`src/rtl/alu_multicycle.sv`:
```
// alu_multicycle: registered EX-stage ALU with start/valid handshake; iterative multu/divu built when ALU_MULDIV_EN is defined
module alu_multicycle #(
   parameter int WIDTH   = 32,
   parameter int SHAMT_W = 5
) (
   input  logic               clk,
   input  logic               reset,
   input  logic               start,
   input  logic [3:0]         op,
   input  logic [WIDTH-1:0]   data_in_1,
   input  logic [WIDTH-1:0]   data_in_2,
   input  logic [SHAMT_W-1:0] shift,
   output logic [WIDTH-1:0]   result,
   output logic [WIDTH-1:0]   result_hi,
   output logic               zero_port,
   output logic               valid,
   output logic               busy,
   output logic               err
);
   localparam logic [3:0] OP_ADD  = 4'd0;
   localparam logic [3:0] OP_SUB  = 4'd1;
   localparam logic [3:0] OP_AND  = 4'd2;
   localparam logic [3:0] OP_NOR  = 4'd3;
   localparam logic [3:0] OP_OR   = 4'd4;
   localparam logic [3:0] OP_SLL  = 4'd5;
   localparam logic [3:0] OP_SLT  = 4'd6;
   localparam logic [3:0] OP_SRL  = 4'd7;
   localparam logic [3:0] OP_SLTU = 4'd8;
   localparam logic [3:0] OP_XOR  = 4'd9;

   logic [WIDTH-1:0] alu_res;
   logic             alu_ill;
   logic             md_op;
   logic             md_done;
   logic             md_err;
   logic [WIDTH-1:0] md_lo;
   logic [WIDTH-1:0] md_hi;
   logic             accept;

   // single-cycle operations evaluated straight from the inputs, so the accept edge captures them
   always_comb begin
      alu_res = '0;
      alu_ill = 1'b0;
      case (op)
         OP_ADD:  alu_res = data_in_1 + data_in_2;
         OP_SUB:  alu_res = data_in_1 - data_in_2;
         OP_AND:  alu_res = data_in_1 & data_in_2;
         OP_NOR:  alu_res = ~(data_in_1 | data_in_2);
         OP_OR:   alu_res = data_in_1 | data_in_2;
         OP_SLL:  alu_res = data_in_2 << shift;
         OP_SLT:  alu_res = WIDTH'($signed(data_in_1) < $signed(data_in_2));
         OP_SRL:  alu_res = data_in_2 >> shift;
         OP_SLTU: alu_res = WIDTH'(data_in_1 < data_in_2);
         OP_XOR:  alu_res = data_in_1 ^ data_in_2;
         default: alu_ill = 1'b1;
      endcase
   end

`ifdef ALU_MULDIV_EN
   localparam logic [3:0] OP_MULTU = 4'd10;
   localparam logic [3:0] OP_DIVU  = 4'd11;
   localparam int         CNT_W    = $clog2(WIDTH + 1);

   typedef enum logic [1:0] {IDLE, MUL, DIV} state_t;

   state_t           state;
   state_t           state_nx;
   logic [CNT_W-1:0] cnt;
   logic [WIDTH-1:0] a_q;
   logic [WIDTH-1:0] b_q;
   logic [WIDTH-1:0] hi_q;
   logic [WIDTH-1:0] lo_q;
   logic [WIDTH:0]   mul_sum;
   logic [WIDTH:0]   div_rs;
   logic [WIDTH-1:0] div_diff;
   logic             div_ge;
   logic             div_zero;

   assign md_op    = (op == OP_MULTU) || (op == OP_DIVU);
   assign div_zero = (op == OP_DIVU) && (data_in_2 == '0);
   assign busy     = (state != IDLE);
   assign md_lo    = lo_q;
   assign md_hi    = hi_q;
   // multiply step: add A into the high half when the current multiplier bit is set
   assign mul_sum  = {1'b0, hi_q} + (lo_q[0] ? {1'b0, a_q} : '0);
   // restoring divide step: shift next dividend bit into the partial remainder and trial-subtract B
   assign div_rs   = {hi_q, lo_q[WIDTH-1]};
   assign div_ge   = div_rs >= {1'b0, b_q};
   assign div_diff = div_rs[WIDTH-1:0] - b_q;

   // state register
   always_ff @(posedge clk or posedge reset) begin
      if (reset) state <= IDLE;
      else       state <= state_nx;
   end

   // next state and completion strobe; counter at zero means the engine result is ready
   always_comb begin
      state_nx = state;
      md_done  = 1'b0;
      md_err   = 1'b0;
      case (state)
         IDLE: if (start) state_nx = (op == OP_MULTU) ? MUL : (op == OP_DIVU) ? DIV : IDLE;
         MUL: if (cnt == '0) begin
            md_done  = 1'b1;
            state_nx = IDLE;
         end
         DIV: if (cnt == '0) begin
            md_done  = 1'b1;
            md_err   = (b_q == '0);
            state_nx = IDLE;
         end
         default: state_nx = IDLE;
      endcase
   end

   // engine registers: operands latched at accept, one bit processed per cycle while counting
   always_ff @(posedge clk or posedge reset) begin
      if (reset) begin
         a_q  <= '0;
         b_q  <= '0;
         hi_q <= '0;
         lo_q <= '0;
         cnt  <= '0;
      end else if (state == IDLE) begin
         if (start && md_op) begin
            a_q  <= data_in_1;
            b_q  <= data_in_2;
            cnt  <= div_zero ? '0 : CNT_W'(WIDTH);
            hi_q <= div_zero ? data_in_1 : '0;
            lo_q <= (op == OP_MULTU) ? data_in_2 : div_zero ? '1 : data_in_1;
         end
      end else if (cnt != '0) begin
         cnt <= cnt - CNT_W'(1);
         if (state == MUL) begin
            {hi_q, lo_q} <= {mul_sum, lo_q[WIDTH-1:1]};
         end else begin
            hi_q <= div_ge ? div_diff : div_rs[WIDTH-1:0];
            lo_q <= {lo_q[WIDTH-2:0], div_ge};
         end
      end
   end
`else
   assign md_op   = 1'b0;
   assign md_done = 1'b0;
   assign md_err  = 1'b0;
   assign md_lo   = '0;
   assign md_hi   = '0;
   assign busy    = 1'b0;
`endif

   assign accept = start && !busy;

   // output registers: single-cycle results on accept, engine results on completion; valid is a one-cycle pulse
   always_ff @(posedge clk or posedge reset) begin
      if (reset) begin
         result    <= '0;
         result_hi <= '0;
         zero_port <= 1'b0;
         valid     <= 1'b0;
         err       <= 1'b0;
      end else begin
         valid <= 1'b0;
         if (accept && !md_op) begin
            result    <= alu_res;
            result_hi <= '0;
            zero_port <= (alu_res == '0);
            err       <= alu_ill;
            valid     <= 1'b1;
         end else if (md_done) begin
            result    <= md_lo;
            result_hi <= md_hi;
            zero_port <= (md_lo == '0);
            err       <= md_err;
            valid     <= 1'b1;
         end
      end
   end
endmodule
```
`config.mk`:
```
export PLATFORM = sky130hd
export DESIGN_NAME = alu_multicycle
export DESIGN_NICKNAME = d
export VERILOG_FILES = /design/src/rtl/alu_multicycle.sv
export SDC_FILE = /design/constraint.sdc
export NUM_CORES = 1
export LEC_CHECK = 0
export CAP_MARGIN = 30
export CORE_MARGIN = 1.5
export CORE_UTILIZATION = 64
export CTS_CLUSTER_DIAMETER = 150
export DETAILED_ROUTE_END_ITERATION = 16
export GPL_ROUTABILITY_DRIVEN = 0
export PLACE_DENSITY = 0.92
export SYNTH_ARGS = -nofsm -noshare
export SYNTH_HDL_FRONTEND = slang
export SYNTH_SLANG_ARGS = --single-unit
```
`constraint.sdc`:
```
create_clock -name clk -period 2.77 [get_ports clk]
set_clock_uncertainty 0.05 [all_clocks]
set_input_delay 0.277 -clock clk [delete_from_list [all_inputs] [get_ports clk]]
set_output_delay 0.277 -clock clk [all_outputs]
set_load 0.01 [all_outputs]
```
==> metrics.csv, run 1 <==
metric,value,unit
total CTS buffers,5,
Synth warnings,0,
Syn Area/Cell,7.60,um^2
Post-synth EDFFs,0,
Initial Util,0.652,
CTS root buf,clkbuf_16,
Synth Instances,1535,
run status,did not finish,
cts hold-fix bufs,0,
number of I/O pins,144,
Stop stage,clock tree synthesis (4_1_cts),
Yosys reg bits,35,
pre-CTS WS,-1.84,ns
clock buffer depth,2,
DP HPWL,57000,um
async set-reset flop share out of synthesis,1.00,
cell row count,49,
main flop type after synthesis,dfrtp_1,
Die Height,138,um
# resized after CTS,701,
DIE WIDTH,138,um
Port Buffers,110,
CTS H-tree depth,2,
post-synthesis sequential area ratio,0.0751,
"area leader, netlist",ha_1,
top-area cell type share of the netlist area,0.103,
CTS sink count,35,
"number of placed instances, taps included",2359,
synthesized area,0.0117,mm^2
Synth area leaders,"ha_1, dfrtp_1, mux2i_1, mux4_2, a21oi_1",
Post-synth top cells,"nand2_1, nor2_1, a21oi_1, inv_1, ha_1",
Stop Error,"[ERROR DPL-0038] Utilization greater than 100%, impossible to legalize",
Post-CTS Setup Bufs,117,
Yosys cell types,93,
==> logic make-up after synthesis <==
group,Yosys count,synth area share
other,1,0.000322
adder cells (fa/ha/maj),98,0.106
flip-flops,35,0.0751
XOR/XNOR,16,0.0120
buffers and inverters,272,0.117
multiplexers,152,0.181
AO/OA/AOI/OAI,525,0.319
AND/OR/NAND/NOR,436,0.189
==> stage by stage <==
step,TNS (ns),area [um^2]
3_3_place_gp,-21.30,17100
3_5_place_dp,-31.82,17100
2_1_floorplan,-0.247,12000
==> run 2, diff against run 1 <==
--- a/config.mk
+++ b/config.mk
@@ -7,11 +7,10 @@
 export LEC_CHECK = 0
 export CAP_MARGIN = 30
 export CORE_MARGIN = 1.5
-export CORE_UTILIZATION = 64
-export CTS_CLUSTER_DIAMETER = 150
+export CORE_UTILIZATION = 40
 export DETAILED_ROUTE_END_ITERATION = 16
 export GPL_ROUTABILITY_DRIVEN = 0
-export PLACE_DENSITY = 0.92
+export PLACE_DENSITY_LB_ADDON = 0.15
 export SYNTH_ARGS = -nofsm -noshare
 export SYNTH_HDL_FRONTEND = slang
 export SYNTH_SLANG_ARGS = --single-unit
==> run 2 against run 1 <==
The flow now finishes, with violations (negative setup slack); area after synthesis unchanged; synthesized cell count unchanged.
==> metrics.csv, run 2 <==
metric,value,unit,change
final worst-path cycle share,1.23,,
"non-filler cells, final",2674,,
vias in the first global route,16166,,
cell row count,62,,+27%
Synth area leaders,"ha_1, dfrtp_1, mux2i_1, mux4_2, a21oi_1",,
P&R area growth vs syn,77.7,%,
worst hold margin,0.336,ns,
top-area cell type share of the netlist area,0.103,,unchanged
Post-synth top cells,"nand2_1, nor2_1, a21oi_1, inv_1, ha_1",,
Register Area,876,um^2,
Syn Area/Cell,7.60,um^2,unchanged
Critical Path End Type,flip-flop,,
Worst-path clk slew,0.05,ns,
CP max stage cell,fa_2,,
CTS root buf,clkbuf_16,,
Synth Area in Simple Gates,0.189,,unchanged
Tmin final,3.41,ns,
area of the multi-input gates,0.0115,mm^2,
Peak VDD IR,0.170,mV,
Max Cap Viol,0,,
max reg flops,32,,
CP startpoint kind,input pin,,
antenna-violating nets left,0,,
total CTS buffers,5,,unchanged
Synth warnings,0,,unchanged
largest net degree at the start of global routing,36,,
Die Height,174,um,+26%
clock buffer depth,2,,unchanged
Core ar.,0.0287,mm^2,
1st-iter DRT viols,2332,,
"most common cell after layout, fill and taps aside",buf_4,,
post-synthesis sequential area ratio,0.0751,,unchanged
run status,"finished, violations left",,
layout cells sized above 1,0.532,,
worst min-delay path category,in2async,,
number of fill cells,2090,,
Slew @ Worst Pin,0.861,ns,
cell area after layout,0.0207,mm^2,
adder-cell share of the synthesized area,0.106,,unchanged
Die Area,0.0302,mm^2,
first-pass GRT wire length,94900,um,
Critical Path AT,3.55,ns,
cts hold-fix bufs,0,,unchanged
Post-synth EDFFs,0,,unchanged
Worst R2R End,zero_port,,
Max Clk Rate,0.293,GHz,
Placement Cell Area,0.0175,mm^2,+2.6%
number of I/O pins,144,,unchanged
Tot GR Track Use,0.406,,
DIE WIDTH,174,um,+26%
mux share of post-synthesis cell area,0.181,,unchanged
"Cell Chain, Critical Path","buf_8, ha_4, fa_2, a211oi_4, buf_6, o21ai_4, a221o_1, a21o_4, a211oi_4, a211oi_2, a211o_1, nor4bb_2, and4_1, nand4_1, o31ai_2",,
Finish-stage setup viols,13,,
failing checks,negative setup slack,,
main flop type after synthesis,dfrtp_1,,
Leakage,9.30,nW,
Compound-Gate Fraction of Synth Area,0.319,,unchanged
"number of placed instances, taps included",2550,,+8.1%
# DRC,0,,
Final WS setup,-0.640,ns,
Yosys cell types,93,,unchanged
RSZ-0062 raised after global routing,true,,
largest family of logic cells by synthesized area,compound AO/OA/AOI/OAI gates,,
CTS H-tree depth,2,,unchanged
pwr dens,268,mW/mm^2,
CP max stage delay,0.38,ns,
worst endpoint required time,2.91,ns,
Slew HR,0.426,,
First-pass DRT Iterations,8,,
DR vias,17260,,
"reg-to-reg slack, setup",1.88,ns,
R2R cell count,2,,
DRT Wirelength,66400,um,
synthesized area,0.0117,mm^2,unchanged
Synth Area in XOR/XNOR,0.0120,,unchanged
worst skew pair latency,0.27,ns,
antenna violations before repair,1,,
Most common cell on crit path,a211oi_4,,
vias per cell,6.45,,
register name with the most flops,result,,
Initial Util,0.406,,-0.245
most frequent cells in the layout,"buf_4, nand2_1, nor2_1, buf_6, a21oi_1",,
DP HPWL,48900,um,-14%
CTS sink count,35,,unchanged
CTS tree,done,,
Critical Path Fanout Max,5,,
Setup Crit Path Kind,in2reg,,
total congestion overflow,0,,
Port Buffers,110,,unchanged
Synth Instances,1535,,unchanged
"area leader, netlist",ha_1,,
async set-reset flop share out of synthesis,1.00,,unchanged
Yosys reg bits,35,,unchanged
Layout Nets,2461,,
launch point of the worst reg-to-reg path,zero_port,,
Slew Limit Fails,0,,
final hold vios,0,,
WL/cell,24.8,um,
## run 2: cell counts after synthesis
No cell type changed its count.
## run 2: cell type report
| cell class | count | area share |
|---|---|---|
| multi-input combinational | 1260 | 0.556 |
| antenna | 2 | 0.000241 |
| sequential | 35 | 0.0422 |
| clock buffer | 6 | 0.00622 |
| timing repair buffer | 879 | 0.350 |
| tap | 384 | 0.0232 |
| inverter | 106 | 0.0212 |
| clock inverter | 2 | 0.000604 |
## run 2: metal layers
layer	vias to the layer above	GRT usage	share of wire
li1	7306	-	-
met1	8136	0.521	0.37
met2	1399	0.647	0.44
met3	419	0.0746	0.12
met4	0	0.213	0.069
met5	-	0	0
## run 2: timing repair
item                       CTS  global route
setup buffers               87            36
gates cloned                 2             2
setup endpoints to repair   31            22
resized for setup          531           206
pin swaps                  119            85
## run 2: worst max-delay path, delay by kind of cell
family,cells,cell delay (ns)
buffers and inverters,2,0.28
adders and majority gates,2,0.54
and+or+nand+nor,3,0.65
AOI/OAI and AO/OA,8,1.81
## run 2: per-stage QoR
stage	util	setup slack, ns	total power, mW	setup TNS [ns]
after detailed placement	0.609	-1.55	4.01	-25.43
after global placement	0.609	-1.45	3.96	-23.67
after floorplan	-	-0.247	2.27	-0.247
after global routing	0.722	-0.734	5.76	-4.30
final	0.722	-0.640	5.57	-3.30
after CTS	0.688	-0.546	5.06	-2.22
## run 2: cells by family after synthesis
logic type | Yosys count
other | 1
multiplexers | 152
XOR/XNOR | 16
AND/OR/NAND/NOR | 436
AO/OA/AOI/OAI | 525
adder cells (fa/ha/maj) | 98
flip-flops | 35
buffers and inverters | 272
## run 2: how the worst max path moves through the flow
stage             startpoint         to  slack [ns]
5_1_grt        data_in_2[15]  zero_port       -0.73
4_1_cts        data_in_2[16]  zero_port       -0.55
3_3_place_gp    data_in_2[1]  zero_port       -1.45
3_5_place_dp    data_in_2[1]  zero_port       -1.55
2_1_floorplan   data_in_2[2]  zero_port       -0.25
6_report        data_in_2[0]  zero_port       -0.64
## run 2: report_power, final
group | switching [mW] | internal [mW] | total, mW | leakage [nW]
clock network | 0.189 | 0.331 | 0.519 | 0.0669
registers | 0.0378 | 0.571 | 0.609 | 0.458
logic | 2.25 | 2.18 | 4.44 | 8.78
Note: power is estimated with default switching activity, not from simulation.
